<file path="src/rtl/status_led_seq_if.sv">
// Status-LED sequencer bus: per-channel mode/code/trigger in,
// LED drive and 1 ms strobe out.
interface status_led_seq_if #(
  parameter int NUM_CH = 6
);
  logic [3*NUM_CH-1:0] i_mode;
  logic [4*NUM_CH-1:0] i_code;
  logic [NUM_CH-1:0]   i_trig;
  logic [NUM_CH-1:0]   o_led;
  logic                o_tick;

  modport master (
    output i_mode, i_code, i_trig,
    input  o_led, o_tick
  );

  modport slave (
    input  i_mode, i_code, i_trig,
    output o_led, o_tick
  );
endinterface

</file>
<file path="src/rtl/status_led_seq.sv">
// Multi-channel status-LED sequencer on the raw 27 MHz clock:
// off/on/blink/heartbeat, N-pulse blink code and retriggerable one-shot.
module status_led_seq #(
  parameter int NUM_CH     = 6,
  parameter int TICK_DIV   = 27000,
  parameter bit ACTIVE_LOW = 1'b1,
  parameter int SHOT_MS    = 50
) (
  input logic             i_clk,
  input logic             por_reset_27m,
  status_led_seq_if.slave bus
);
  localparam int PW = (TICK_DIV > 1) ? $clog2(TICK_DIV) : 1;
  localparam int SW = (SHOT_MS > 0) ? $clog2(SHOT_MS + 1) : 1;
  localparam logic [PW-1:0] PRE_MAX = PW'(TICK_DIV - 1);
  localparam logic [SW-1:0] SHOT_LD = SW'(SHOT_MS);

  typedef enum logic [1:0] {S_IDLE, S_ON, S_OFF, S_GAP} cst_e;

  logic [PW-1:0]     pre_q, pre_d;
  logic [9:0]        ms_q, ms_d;
  logic              tick_q, tick_d;
  logic [NUM_CH-1:0] led_q, led_d;

  always_comb begin
    tick_d = 1'b0;
    pre_d  = pre_q + PW'(1);
    ms_d   = ms_q;
    if (pre_q == PRE_MAX) begin
      tick_d = 1'b1;
      pre_d  = '0;
      ms_d   = (ms_q == 10'd999) ? 10'd0 : ms_q + 10'd1;
    end
  end

  always_ff @(posedge i_clk or posedge por_reset_27m) begin
    if (por_reset_27m) begin
      pre_q  <= '0;
      ms_q   <= '0;
      tick_q <= 1'b0;
      led_q  <= {NUM_CH{ACTIVE_LOW}};
    end else begin
      pre_q  <= pre_d;
      ms_q   <= ms_d;
      tick_q <= tick_d;
      led_q  <= led_d;
    end
  end

  assign bus.o_led  = led_q;
  assign bus.o_tick = tick_q;

  for (genvar k = 0; k < NUM_CH; k++) begin : g_ch
    cst_e          st_q, st_d;
    logic [2:0]    md, md_q;
    logic [3:0]    code, n_q, n_d, pc_q, pc_d;
    logic [9:0]    tmr_q, tmr_d;
    logic [SW-1:0] shot_q, shot_d;
    logic          trig, chg, lit;

    assign md   = bus.i_mode[3*k +: 3];
    assign code = bus.i_code[4*k +: 4];
    assign trig = bus.i_trig[k];
    assign chg  = (md != md_q);

    always_comb begin
      st_d   = st_q;
      n_d    = n_q;
      pc_d   = pc_q;
      tmr_d  = tmr_q;
      shot_d = shot_q;
      if (chg) begin
        st_d   = S_IDLE;
        pc_d   = '0;
        tmr_d  = '0;
        shot_d = '0;
      end else begin
        if (md == 3'd4) begin
          unique case (st_q)
            S_IDLE: begin
              n_d = code;
              if (code != 4'd0) begin
                st_d  = S_ON;
                pc_d  = 4'd1;
                tmr_d = '0;
              end
            end
            S_ON: if (tick_d) begin
              if (tmr_q == 10'd199) begin
                st_d  = S_OFF;
                tmr_d = '0;
              end else tmr_d = tmr_q + 10'd1;
            end
            S_OFF: if (tick_d) begin
              if (tmr_q == 10'd199) begin
                tmr_d = '0;
                if (pc_q < n_q) begin
                  st_d = S_ON;
                  pc_d = pc_q + 4'd1;
                end else st_d = S_GAP;
              end else tmr_d = tmr_q + 10'd1;
            end
            S_GAP: if (tick_d) begin
              if (tmr_q == 10'd999) begin
                st_d  = S_IDLE;
                tmr_d = '0;
              end else tmr_d = tmr_q + 10'd1;
            end
          endcase
        end
        if (md == 3'd5) begin
          if (trig) shot_d = SHOT_LD;
          else if (tick_d && shot_q != '0)
            shot_d = shot_q - SW'(1);
        end
      end
    end

    // stateful modes go dark in the very cycle their mode changes
    always_comb begin
      lit = 1'b0;
      unique case (1'b1)
        md == 3'd1: lit = 1'b1;
        md == 3'd2: lit = (ms_q < 10'd500);
        md == 3'd3: lit = ((ms_q % 10'd250) < 10'd125);
        md == 3'd4: lit = (st_q == S_ON) && !chg;
        md == 3'd5: lit = (shot_q != '0) && !chg;
        md == 3'd6: lit = (ms_q < 10'd100) ||
                          (ms_q >= 10'd200 && ms_q < 10'd300);
        default:    lit = 1'b0;
      endcase
    end

    assign led_d[k] = lit ^ ACTIVE_LOW;

    always_ff @(posedge i_clk or posedge por_reset_27m) begin
      if (por_reset_27m) begin
        md_q   <= '0;
        st_q   <= S_IDLE;
        n_q    <= '0;
        pc_q   <= '0;
        tmr_q  <= '0;
        shot_q <= '0;
      end else begin
        md_q   <= md;
        st_q   <= st_d;
        n_q    <= n_d;
        pc_q   <= pc_d;
        tmr_q  <= tmr_d;
        shot_q <= shot_d;
      end
    end
  end
endmodule
</file>
<file path="src/flat_wrapper.sv">
// flat-port wrapper written by rule: the top's interface ports become plain ports
module status_led_seq_flat 
#(
  parameter int NUM_CH     = 6,
  parameter int TICK_DIV   = 27000,
  parameter bit ACTIVE_LOW = 1'b1,
  parameter int SHOT_MS    = 50
)
  (i_clk, por_reset_27m, bus_i_mode, bus_i_code, bus_i_trig, bus_o_led, bus_o_tick);
  status_led_seq_if #(.NUM_CH(NUM_CH)) bus_i ();
  input logic i_clk;
  input logic por_reset_27m;
  input wire logic [$bits(bus_i.i_mode)-1:0] bus_i_mode;
  input wire logic [$bits(bus_i.i_code)-1:0] bus_i_code;
  input wire logic [$bits(bus_i.i_trig)-1:0] bus_i_trig;
  output wire logic [$bits(bus_i.o_led)-1:0] bus_o_led;
  output wire logic [$bits(bus_i.o_tick)-1:0] bus_o_tick;
  assign bus_i.i_mode = bus_i_mode;
  assign bus_i.i_code = bus_i_code;
  assign bus_i.i_trig = bus_i_trig;
  assign bus_o_led = bus_i.o_led;
  assign bus_o_tick = bus_i.o_tick;
  status_led_seq #(.NUM_CH(NUM_CH), .TICK_DIV(TICK_DIV), .ACTIVE_LOW(ACTIVE_LOW), .SHOT_MS(SHOT_MS)) u_core (.i_clk(i_clk), .por_reset_27m(por_reset_27m), .bus(bus_i));
endmodule
</file>
<file path="config.mk">
export PLATFORM = sky130hd
export DESIGN_NAME = status_led_seq_flat
export DESIGN_NICKNAME = d
export VERILOG_FILES = /design/src/rtl/status_led_seq_if.sv /design/src/rtl/status_led_seq.sv /design/src/flat_wrapper.sv
export SDC_FILE = /design/constraint.sdc
export NUM_CORES = 1
export LEC_CHECK = 0
export ABC_AREA = 1
export CORE_MARGIN = 5
export CORE_UTILIZATION = 56
export CTS_CLUSTER_SIZE = 12
export DETAILED_ROUTE_END_ITERATION = 6
export PLACE_DENSITY = 0.89
export REMOVE_ABC_BUFFERS = 1
export SYNTH_ARGS = -nofsm -noshare
export SYNTH_HDL_FRONTEND = slang
export SYNTH_SLANG_ARGS = --single-unit
</file>
<file path="constraint.sdc">
create_clock -name i_clk -period 6 [get_ports i_clk]
set_input_delay 0.6 -clock i_clk [delete_from_list [all_inputs] [get_ports i_clk]]
set_output_delay 0.6 -clock i_clk [all_outputs]
set_load 0.05 [all_outputs]
</file>
After elaboration in Yosys (flattened, before gate mapping)
Index checks and enable logic that the tools add are counted.

operators by class
  add/subtract/negate cells = 20
  multiply operators = 0
  div/mod/pow operators = 1
  order comparisons = 11
  equality and inequality tests = 128
  shifts and indexed selects = 0
  multiplexer cells = 189
  bitwise logic cells = 12
  reduce and logical (&&, ||, !) cells = 104

operators by type and width
  kind                     number
  $mux W10                 43
  $pmux W10 S3             6
  $ne A3 B1 Y1 const B     54
  $mux W4                  36
  $mux W6                  24
  $mux W2                  60
  $add A10 B1 Y10 const B  7
  $eq A10 B10 Y1 const B   7
  $eq A10 B8 Y1 const B    6
  $eq A3 B3 Y1 const B     18
  $pmux W2 S4              6
  $pmux W4 S2              6
  $reduce_and A8 Y1        6
  $eq A3 B2 Y1 const B     12
  $pmux W1 S6              6
  $reduce_and A6 Y1        6
  $reduce_bool A3 Y1       12
  $reduce_bool A6 Y1       6
  $sub A6 B1 Y6 const B    6
  $add A4 B1 Y4 const B    6
  $eq A2 B2 Y1 const B     12
  $lt A4 B4 Y1             6
  $reduce_and A4 Y1        6
  $reduce_bool A2 Y1       12
  other kinds (20)         96

storage, ports and cells
  register bits = 206
  latch bits = 0
  RAM bits = 0
  memory bits (read-only) = 0
  input port bits = 50
  output and inout bits = 7
  logic and storage cells = 505
  memories = 0

Logic depth before layout (Yosys ltp)
Gate-level depths: netlist of run 1.

  depth after elaboration = 7
  gate-level depth with buffers = 19
  depth with buffers taken out = 19

Least setup slack after synthesis of run 1
Ideal clock, no wire load.

  kind = input-to-reg
  start point = in bus_i_mode[16]
  end point = reg u_core.g_ch[5].pc_q[3]
  setup time = 125 ps
  arrival time = 2096 ps
  required time = 5875 ps
  setup slack = 3780 ps
  stages on the path = 9
  path buffers = 0
  path through = xor2_1 > nor2_1 > nand2_1 > inv_1 > a31oi_1 > o21ai_0 > a21oi_1 > o21a_1 > mux2_2

on the way
  longest elaborated chain between the ends = 3
  elaborated cells on any way between the ends = 10
  those cells by class = eq/ne: 6; mux: 1; reduce/logical: 3

ends and longest elaborated chain
  element                                              line                                        RTL
  from (decl)                                          flat_wrapper.sv:13                          input wire logic [$bits(bus_i.i_mode)-1:0] bus_i_mode;
  $ne A3 B3 Y1 / $eq A3 B3 Y1 (equally long branches)  status_led_seq.sv:64, status_led_seq.sv:78
  $ne A3 B1 Y1 (no line) (tied with other cells)       n/a
  $reduce_and A6 Y1 (no line)                          n/a
  to (signal assigned)                                 status_led_seq.sv:148                       pc_q <= pc_d;
  to (decl)                                            status_led_seq.sv:56                        logic [3:0] code, n_q, n_d, pc_q, pc_d;

Parallel ways exist; a longest one is shown, timed or not.
A chain may end at the register's enable or synchronous reset.

Final worst setup path of run 1
  start point = reg u_core.pre_q[10]
  end point = reg u_core.g_ch[4].pc_q[3]

on the way
  longest elaborated chain between the ends = 4

ends and longest elaborated chain
  element                      line                   RTL
  from (decl)                  status_led_seq.sv:20   logic [PW-1:0] pre_q, pre_d;
  from (signal assigned)       status_led_seq.sv:43   pre_q <= pre_d;
  $eq A15 B15 Y1               status_led_seq.sv:29   if (pre_q == PRE_MAX) begin
  $mux W1                      status_led_seq.sv:29
  $ne A3 B1 Y1 (no line)       n/a
  $reduce_and A6 Y1 (no line)  n/a
  to (signal assigned)         status_led_seq.sv:148
  to (decl)                    status_led_seq.sv:56

Every way passes these cells.

==> flow_metrics.env, run 1 <==
export IMPL_drv_cap=0
export IMPL_synth_common_cells="inv_1 (256), nand2_1 (222), dfrtp_1 (200), nor2_1 (157), a21oi_1 (108)"
export IMPL_yosysTopAreaCell="dfrtp_1"
export IMPL_die_y_um=159
export IMPL_routedWlPerCell_um=14.1
export IMPL_synth_top_area_share_pct=40.0
export IMPL_syn_to_final_growth_pct=13.7
export IMPL_synth_seq_cells=206
export IMPL_numCtsBuffers=24
export IMPL_die_x_um=159
export IMPL_fin_area_um2=14200
export IMPL_synth_area_leaders="dfrtp_1 (40%), ha_1 (7.8%), inv_1 (7.7%), nand2_1 (6.7%), nor2_1 (4.7%)"
export IMPL_vias=11000
export IMPL_dp_hpwl_mm=19.4
export IMPL_detail_route_iter0_violations=689
export IMPL_die_area_um2=25400
export IMPL_finalHoldViolations=0
export IMPL_status="complete, no violations"
export IMPL_start_util_pct=57.1
export IMPL_worstHoldPathType="reg2reg"
export IMPL_cp_arrival_ns=3.48
export IMPL_core_area_um2=21900
export IMPL_antenna_found_initial=0
export IMPL_maxSlewViolCount=0
export IMPL_yosysMostFrequentCell="inv_1"
export IMPL_slew_headroom_pct=29.7
export IMPL_diodes=0
export IMPL_clk_pin_slew_ns=0.06
export IMPL_cp_max_fo=18
export IMPL_gp_congestion=0.884
export IMPL_p_per_area_nw_per_um2=249
export IMPL_num_rows=54
export IMPL_fillers=1719
export IMPL_cts_tree="done"
export IMPL_drive_above_1_share_pct=6.50
export IMPL_fin_crit_sh_pct=51.4
export IMPL_root_buffer="clkbuf_16"
export IMPL_grt_pass1_wl_mm=47.7
export IMPL_syn_area_per_cell_um2=7.97
export IMPL_fmax_ghz=0.324
export IMPL_ir_worst_vdd_v=0.000200
export IMPL_end_kind="flop"
export IMPL_fin_skew_ns=0.0108
export IMPL_tightest_slew_ns=1.05
export IMPL_grt_usage_pct=21.2
export IMPL_synth_edf_count=0
export IMPL_async_flop_share_pct=100
export IMPL_min_period_ns=3.09
export IMPL_htreeDepth=1
export IMPL_ys_types=63
export IMPL_grt_max_degree=158
export IMPL_grt_pass1_vias=10900
export IMPL_ant_nets=0
export IMPL_postCtsSetupRepairBufs=0
export IMPL_cts_buffer_depth=3
export IMPL_startpoint_type="flop"
export IMPL_post_route_drc_count=0
export IMPL_tns_ns=0
export IMPL_top_level_ports=57
export IMPL_yosysSeqAreaShare_pct=41.3
export IMPL_rsz0062_at_grt="false"
export IMPL_totalPowerFinal_uw=3540
export IMPL_dr_pass1_iters=5
export IMPL_crit_required_ns=6.40
export IMPL_nets=1771
export IMPL_routed_wl_mm=27.4
export IMPL_crit_type="reg2reg"
export IMPL_p_leak_uw=0.00677
export IMPL_ys_flop_type="dfrtp_1"
export IMPL_syn_inst=1568
export IMPL_netlist_area_um2=12500
export IMPL_clock_latency_ns=0.51
export IMPL_final_setup_viol_count=0
export IMPL_cts_num_sinks=206
export IMPL_portBuffers=56
export IMPL_fin_util_pct=64.9
export IMPL_dpl_cell_area_um2=13400
export IMPL_grt_overflow=0
export IMPL_vias_per_cell=5.65
export IMPL_cts_resized=0
export IMPL_ys_warn_count=0
export IMPL_cts_hold_buf=0
==> kinds of logic after synthesis <==
kind of cell / synth area share [%]
muxes: 0.541
AOI/OAI and AO/OA: 15.2
buffers and inverters: 8.41
adders and majority gates: 7.81
and+or+nand+nor: 23.7
xor gates and xnor gates: 3.01
DFF: 41.3
==> power by group <==
group	total, uW	internal (uW)	switching (uW)
clock	1480	919	566
sequential	1540	1490	53.9
combinational	517	194	323
==> sequential cells by signal, summed over array words and instances (netlist names), 10 cells and up <==
register and count:
u_core.g_ch.n_q 24, u_core.g_ch.st_q 12, u_core.g_ch.tmr_q 60, u_core.g_ch.shot_q 36, u_core.pre_q 15, u_core.g_ch.pc_q 24, u_core.g_ch.md_q 18, u_core.ms_q 10
==> routing by layer <==
metal / GRT usage, % / part of all wire (%)
met1: 27.0 / 43
met2: 37.1 / 49
met3: 3.73 / 5.9
met4: 6.40 / 3.0
met5: 0 / 0
==> worst paths after layout <==
path / from / end / slack, ns / depth (start not counted)
worst max-delay path: u_core.pre_q[10]$_DFF_PP0_ / u_core.g_ch[4].pc_q[3]$_DFFE_PP0P_ / 2.91 / 12
worst min-delay path: u_core.pre_q[0]$_DFF_PP0_ / u_core.pre_q[0]$_DFF_PP0_ / 0.47 / 1
worst max register to register: u_core.pre_q[10]$_DFF_PP0_ / u_core.g_ch[4].pc_q[3]$_DFFE_PP0P_ / 2.91 / 12
worst min register to register: u_core.pre_q[0]$_DFF_PP0_ / u_core.pre_q[0]$_DFF_PP0_ / 0.47 / 1
max in group asynchronous: por_reset_27m / u_core.g_ch[0].md_q[1]$_DFF_PP0_ / 4.09 / 3
min in group asynchronous: por_reset_27m / u_core.g_ch[2].md_q[2]$_DFF_PP0_ / 0.73 / 2
==> layout by cell type, fill, tap and decap left out, drive strengths merged, types with 2 or more instances in the layout <==
cell type / instances
o21ai: 116
and3b: 5
o21a: 5
and3: 2
a221oi: 4
a21oi: 109
a21boi: 4
nor3: 65
nor2: 162
nor3b: 8
clkinv: 8
nand2: 239
nand4: 26
clkdlybuf4s50: 56
dfstp: 6
a211oi: 10
or2: 5
a31oi: 8
a22oi: 6
o211ai: 22
mux2: 6
nand3: 105
a21o: 3
xnor2: 8
nor4: 11
o31ai: 3
inv: 265
o41ai: 3
dfrtp: 200
o21bai: 3
xor2: 35
o22ai: 22
clkbuf: 35
ha: 78
buf: 3
bufinv: 2
==> through the flow <==
step,hold WS (ns),setup slack (ns),std cells
final,0.473,2.91,1941
after global routing,0.511,2.61,1941
after CTS,0.477,2.97,1941
after detailed placement,0.476,2.69,1897
after global placement,0.444,2.85,1897
after floorplan,0.433,-0.214,1558
==> critical path, stage by stage, from the launching register on <==
cell,delay (ns)
dfrtp_1,0.41
inv_1,0.10
nand4_1,0.13
nor2_1,0.15
nand2_1,0.54
inv_2,0.58
nand2_1,0.13
nand2_1,0.11
nand3_1,0.09
a21oi_1,0.36
nand4_1,0.16
xor2_1,0.17
nor2_1,0.05
==> layout make-up <==
class,count,area [um2],area share [%]
Clock buffer,35,723,5.09
Clock inverter,9,97.6,0.687
Inverter,267,1010,7.14
Multi-Input combinational cell,1085,6280,44.2
Sequential cell,206,5160,36.3
Tap cell,280,350,2.46
Timing Repair Buffer,59,583,4.10
(Power assumes the default switching activity.)
==> run 2, diff against run 1 <==
CORE_UTILIZATION = 60   (was 56)
PLACE_DENSITY = 0.9   (was 0.89)
clock period = 3.2 ns   (was 6 ns; I/O delays follow)
==> run 2 against run 1 <==
Against the previous run:
- register-to-register slack worse by 2.4 ns
- first-iteration DRC count is 14% higher
- clock skew is 0.0024 ns lower
- via count is 0.41% higher
- critical path depth is 2 lower
- global-route usage is 2.4 points higher
- flip-flop and latch count stayed put
- critical endpoint is now u_core.g_ch[5].pc_q[3]$_DFFE_PP0P_
- largest cell class unchanged
- highest routed layer unchanged
==> flow_metrics.env, run 2 (same netlist as run 1, synthesis figures left out) <==
export IMPL_routedWlPerCell_um=14.6
export IMPL_ant_nets=0
export IMPL_cts_tree="done"
export IMPL_clock_latency_ns=0.52
export IMPL_multiInputGateArea_um2=6280
export IMPL_dpl_cell_area_um2=13400
export IMPL_maxSlewViolCount=0
export IMPL_slowest_stage="nand2b_1"
export IMPL_final_common_cell="inv_1"
export IMPL_num_rows=52
export IMPL_crit_buf_inv=0
export IMPL_cts_hold_buf=0
export IMPL_p_leak_uw=0.00677
export IMPL_die_area_um2=23800
export IMPL_post_route_drc_count=0
export IMPL_slew_headroom_pct=58.9
export IMPL_min_period_ns=2.70
export IMPL_regMostFlops="u_core.g_ch.tmr_q"
export IMPL_portBuffers=56
export IMPL_grt_overflow=0
export IMPL_drive_above_1_share_pct=6.48
export IMPL_grt_usage_pct=23.7
export IMPL_die_y_um=154
export IMPL_dp_hpwl_mm=20.0
export IMPL_ir_worst_vdd_v=0.000399
export IMPL_htreeDepth=1
export IMPL_grt_pass1_wl_mm=48.6
export IMPL_p_per_area_nw_per_um2=460
export IMPL_grt_max_degree=79
export IMPL_final_setup_viol_count=0
export IMPL_vias=11000
export IMPL_cts_buffer_depth=3
export IMPL_startpoint_type="flop"
export IMPL_clk_pin_slew_ns=0.06
export IMPL_crit_required_ns=3.60
export IMPL_nets=1777
export IMPL_whs_ns=0.271
export IMPL_crit_chain="ha_1, nand2_1, nor2_1, nand4_1, nand2b_1, nor3_1, o21ai_0, a21oi_1, o21a_1, mux2_2"
export IMPL_fin_area_um2=14200
export IMPL_fin_util_pct=69.8
export IMPL_routed_wl_mm=28.2
export IMPL_fin_skew_ns=0.00840
export IMPL_seq_area_um2=5160
export IMPL_dr_pass1_iters=6
export IMPL_fin_crit_sh_pct=84.3
export IMPL_die_x_um=154
export IMPL_crit_type="reg2reg"
export IMPL_core_area_um2=20400
export IMPL_cp_top_family="simple AND/OR/NAND/NOR gates"
export IMPL_largest_reg_flops=60
export IMPL_worstHoldPathType="in2async"
export IMPL_finalHoldViolations=0
export IMPL_vias_per_cell=5.69
export IMPL_cp_arrival_ns=3.10
export IMPL_grt_pass1_vias=10800
export IMPL_fillers=1504
export IMPL_diodes=0
export IMPL_gp_congestion=0.902
export IMPL_root_buffer="clkbuf_16"
export IMPL_start_util_pct=61.4
export IMPL_detail_route_iter0_violations=783
export IMPL_max_stage_delay_ns=0.40
export IMPL_most_common_layout_cells="inv_1 (255), nand2_1 (222), dfrtp_1 (200)"
export IMPL_rsz0062_at_grt="false"
export IMPL_tightest_slew_ns=0.609
export IMPL_antenna_found_initial=0
export IMPL_top_level_ports=57
export IMPL_end_kind="flop"
export IMPL_fmax_ghz=0.371
export IMPL_cp_max_fo=9
export IMPL_syn_to_final_growth_pct=13.7
export IMPL_cts_resized=0
export IMPL_numCtsBuffers=24
export IMPL_cts_num_sinks=206
export IMPL_status="complete, no violations"
export IMPL_drv_cap=0
export IMPL_largestRegisters="u_core.g_ch.tmr_q x60, u_core.g_ch.shot_q x36"
export IMPL_postCtsSetupRepairBufs=0
## run 2: cell types whose count changed in the layout (fill, tap and decap cells not counted), moves of 2 or more
cell | previous run | this run
bufinv_16 | 2 | 0
buf_4 | 3 | 8
clkinv_2 | 6 | 1
clkbuf_1 | 4 | 10
## run 2: layout make-up
type                       count  area share [%]
multi-input combinational   1085            44.2
clock buffer                  42            5.34
sequential                   206            36.3
tap                          270            2.38
clock inverter                 2           0.114
timing repair buffer          65            4.51
inverter                     267            7.14
## run 2: final timing paths
| path | from | endpoint | slack, ns | cells after the start |
|---|---|---|---|---|
| setup / recovery | u_core.pre_q[0]$_DFF_PP0_ | u_core.g_ch[5].pc_q[3]$_DFFE_PP0P_ | 0.50 | 10 |
| hold / removal | por_reset_27m | u_core.g_ch[3].md_q[0]$_DFF_PP0_ | 0.27 | 2 |
| setup reg to reg | u_core.pre_q[0]$_DFF_PP0_ | u_core.g_ch[5].pc_q[3]$_DFFE_PP0P_ | 0.50 | 10 |
| hold reg to reg | u_core.g_ch[2].n_q[2]$_DFFE_PP0P_ | u_core.g_ch[2].n_q[2]$_DFFE_PP0P_ | 0.48 | 2 |
| max in group asynchronous | por_reset_27m | u_core.bus.o_led[0]$_DFF_PP1_ | 2.09 | 3 |
| min in group i_clk | bus_i_mode[5] | u_core.g_ch[1].md_q[2]$_DFF_PP0_ | 0.36 | 1 |
## run 2: power breakdown
group	internal (uW)	total (uW)	switching, uW	leakage (uW)
clock	1600	2670	1060	0.000380
sequential	2790	2890	104	0.00271
combinational	370	985	615	0.00368
total	4760	6540	1780	0.00677
## run 2: metrics by stage
step	TNS, ns	setup slack [ns]	power, uW	cells
5_1_grt	0	0.243	6860	1937
3_3_place_gp	0	0.508	3850	1893
2_1_floorplan	-553.79	-2.73	3610	1558
3_5_place_dp	0	0.369	3900	1893
6_report	0	0.501	6540	1937
4_1_cts	0	0.536	6580	1937
## run 2: metal layers
metal	wire length (um)	global-route usage, %	vias to the layer above
met5	0	0	-
met4	889	7.86	0
met3	1380	3.44	74
met2	13900	41.5	329
met1	12000	30.2	5202
li1	-	-	5412
==> run 3, diff against run 2 <==
clock period = 2.64 ns   (was 3.2 ns; I/O delays follow)
==> run 3 against run 2 <==
Against the previous run:
- wire length rose by 1.8%
- combinational power rose by 25%
- flip-flop and latch count did not move
- die area did not move
- first-iteration DRC count rose by 13%
- highest routed layer unchanged
- via count rose by 0.95%
- sequential power rose by 21%
- maximum frequency rose by 7.7%
==> flow_metrics.env, run 3 (same netlist as run 1, synthesis figures left out) <==
export IMPL_multiInputGateArea_um2=6310
export IMPL_grt_overflow=0
export IMPL_final_setup_viol_count=0
export IMPL_crit_start="u_core.pre_q[0]$_DFF_PP0_"
export IMPL_ant_nets=0
export IMPL_pwr_share_clk_pct=41.4
export IMPL_p_per_area_nw_per_um2=558
export IMPL_worst_slack_ns=0.134
export IMPL_die_area_um2=23800
export IMPL_dpl_cell_area_um2=13600
export IMPL_crit_required_ns=3.03
export IMPL_gp_congestion=0.885
export IMPL_whs_ns=0.162
export IMPL_seq_area_um2=5170
export IMPL_drive_above_1_share_pct=8.52
export IMPL_most_common_layout_cells="inv_1 (255), nand2_1 (222), dfrtp_1 (197)"
export IMPL_nets=1801
export IMPL_regMostFlops="u_core.g_ch.tmr_q"
export IMPL_antenna_found_initial=0
export IMPL_dpl_worst_slack_ns=-0.00798
export IMPL_fillers=1490
export IMPL_fin_area_um2=14500
export IMPL_vias_per_cell=5.67
export IMPL_detail_route_iter0_violations=882
export IMPL_worstHoldPathType="in2async"
export IMPL_fmax_ghz=0.399
export IMPL_finalHoldViolations=0
export IMPL_grt_pass1_wl_mm=49.6
export IMPL_vias=11100
export IMPL_tightest_slew_ns=0.711
export IMPL_tns_ns=0
export IMPL_cts_tree="done"
export IMPL_status="complete, no violations"
export IMPL_grt_max_degree=54
export IMPL_rsz0062_at_grt="true"
export IMPL_clk_pin_slew_ns=0.06
export IMPL_top_level_ports=57
export IMPL_final_common_cell="inv_1"
export IMPL_min_period_ns=2.51
export IMPL_root_buffer="clkbuf_16"
export IMPL_internal_power_uw=5890
export IMPL_largestRegisters="u_core.g_ch.tmr_q x60, u_core.g_ch.shot_q x36"
export IMPL_post_route_drc_count=0
export IMPL_core_area_um2=20400
export IMPL_p_seq_share_pct=43.4
export IMPL_grt_pass1_vias=10900
export IMPL_combPwrFrac_pct=15.2
export IMPL_syn_to_final_growth_pct=15.8
export IMPL_start_util_pct=61.4
export IMPL_grt_usage_pct=24.1
export IMPL_switching_power_uw=2190
export IMPL_diodes=0
export IMPL_startpoint_type="flop"
export IMPL_largest_reg_flops=60
export IMPL_clock_latency_ns=0.52
export IMPL_dp_hpwl_mm=20.3
export IMPL_cts_buffer_depth=3
export IMPL_htreeDepth=1
export IMPL_dr_pass1_iters=5
export IMPL_drv_cap=0
export IMPL_die_x_um=154
export IMPL_crit_type="reg2reg"
export IMPL_p_leak_uw=0.00692
export IMPL_end_kind="flop"
export IMPL_fin_crit_sh_pct=94.9
export IMPL_p_sw_share_pct=27.1
export IMPL_totalPowerFinal_uw=8080
export IMPL_die_y_um=154
export IMPL_routedWlPerCell_um=14.6
export IMPL_maxSlewViolCount=0
export IMPL_cp_arrival_ns=2.90
export IMPL_num_rows=52
export IMPL_portBuffers=56
export IMPL_numCtsBuffers=24
export IMPL_slew_headroom_pct=52.0
export IMPL_cp_max_fo=6
export IMPL_reg2reg_from="u_core.pre_q[0]$_DFF_PP0_"
export IMPL_cts_num_sinks=206
export IMPL_fin_skew_ns=0.0139
export IMPL_ir_worst_vdd_v=0.000451
export IMPL_routed_wl_mm=28.7
==> run 3: worst paths after layout <==
kind	to	slack [ns]	depth (start not counted)
max	u_core.g_ch[2].pc_q[3]$_DFFE_PP0P_	0.13	14
min	u_core.g_ch[5].n_q[0]$_DFFE_PP0P_	0.16	2
max reg2reg	u_core.g_ch[2].pc_q[3]$_DFFE_PP0P_	0.13	14
min reg2reg	u_core.pre_q[0]$_DFF_PP0_	0.47	1
max in group asynchronous	u_core.g_ch[3].pc_q[0]$_DFFE_PP0P_	1.79	3
min in group i_clk	u_core.g_ch[4].md_q[2]$_DFF_PP0_	0.30	1
==> run 3: per-stage QoR <==
step,utilization [%],instances
floorplan,-,1558
global placement,66.8,1912
detailed placement,66.8,1912
CTS,70.7,1956
global route,71.1,1961
finish,71.1,1961
==> run 3: power by group through the flow <==
stage	logic [uW]	registers (uW)	clock network (uW)
6_report	1230	3510	3340
5_1_grt	1400	3530	3550
4_1_cts	1230	3500	3400
3_5_place_dp	1210	3560	0
3_3_place_gp	1140	3550	0
2_1_floorplan	808	3560	0
==> run 3: critical path, stage by stage, from the launching register on <==
cell	delay, ns
dfrtp_1	0.37
ha_1	0.19
nand2_1	0.09
nor2_1	0.14
nand2_1	0.22
inv_2	0.27
nand3_1	0.15
nand2_1	0.09
nand2_1	0.06
a21oi_1	0.12
inv_1	0.09
a31oi_4	0.21
nand4_1	0.13
xor2_1	0.20
nor2_1	0.07
==> run 3: layout make-up <==
| type | instances | area share, % |
|---|---|---|
| multi-input combinational | 1085 | 43.6 |
| sequential | 206 | 35.7 |
| clock inverter | 10 | 0.709 |
| clock buffer | 34 | 4.83 |
| timing repair buffer | 89 | 5.78 |
| inverter | 267 | 7.01 |
| tap | 270 | 2.33 |
==> run 3: timing repair <==
item	4_1_cts	5_1_grt
buffers inserted	0	5
endpoints found under the setup margin	0	20
hold buffers	0	0
hold endpoints to repair	0	0
resized for setup	0	11
==> run 3: per-layer routing <==
| layer | vias to the layer above | wire length [um] | global-route usage (%) |
|---|---|---|---|
| met5 | - | 0 | 0 |
| met4 | 0 | 955 | 7.86 |
| met3 | 73 | 1470 | 4.14 |
| met2 | 320 | 14200 | 42.1 |
| met1 | 5278 | 12100 | 30.6 |
| li1 | 5451 | - | - |
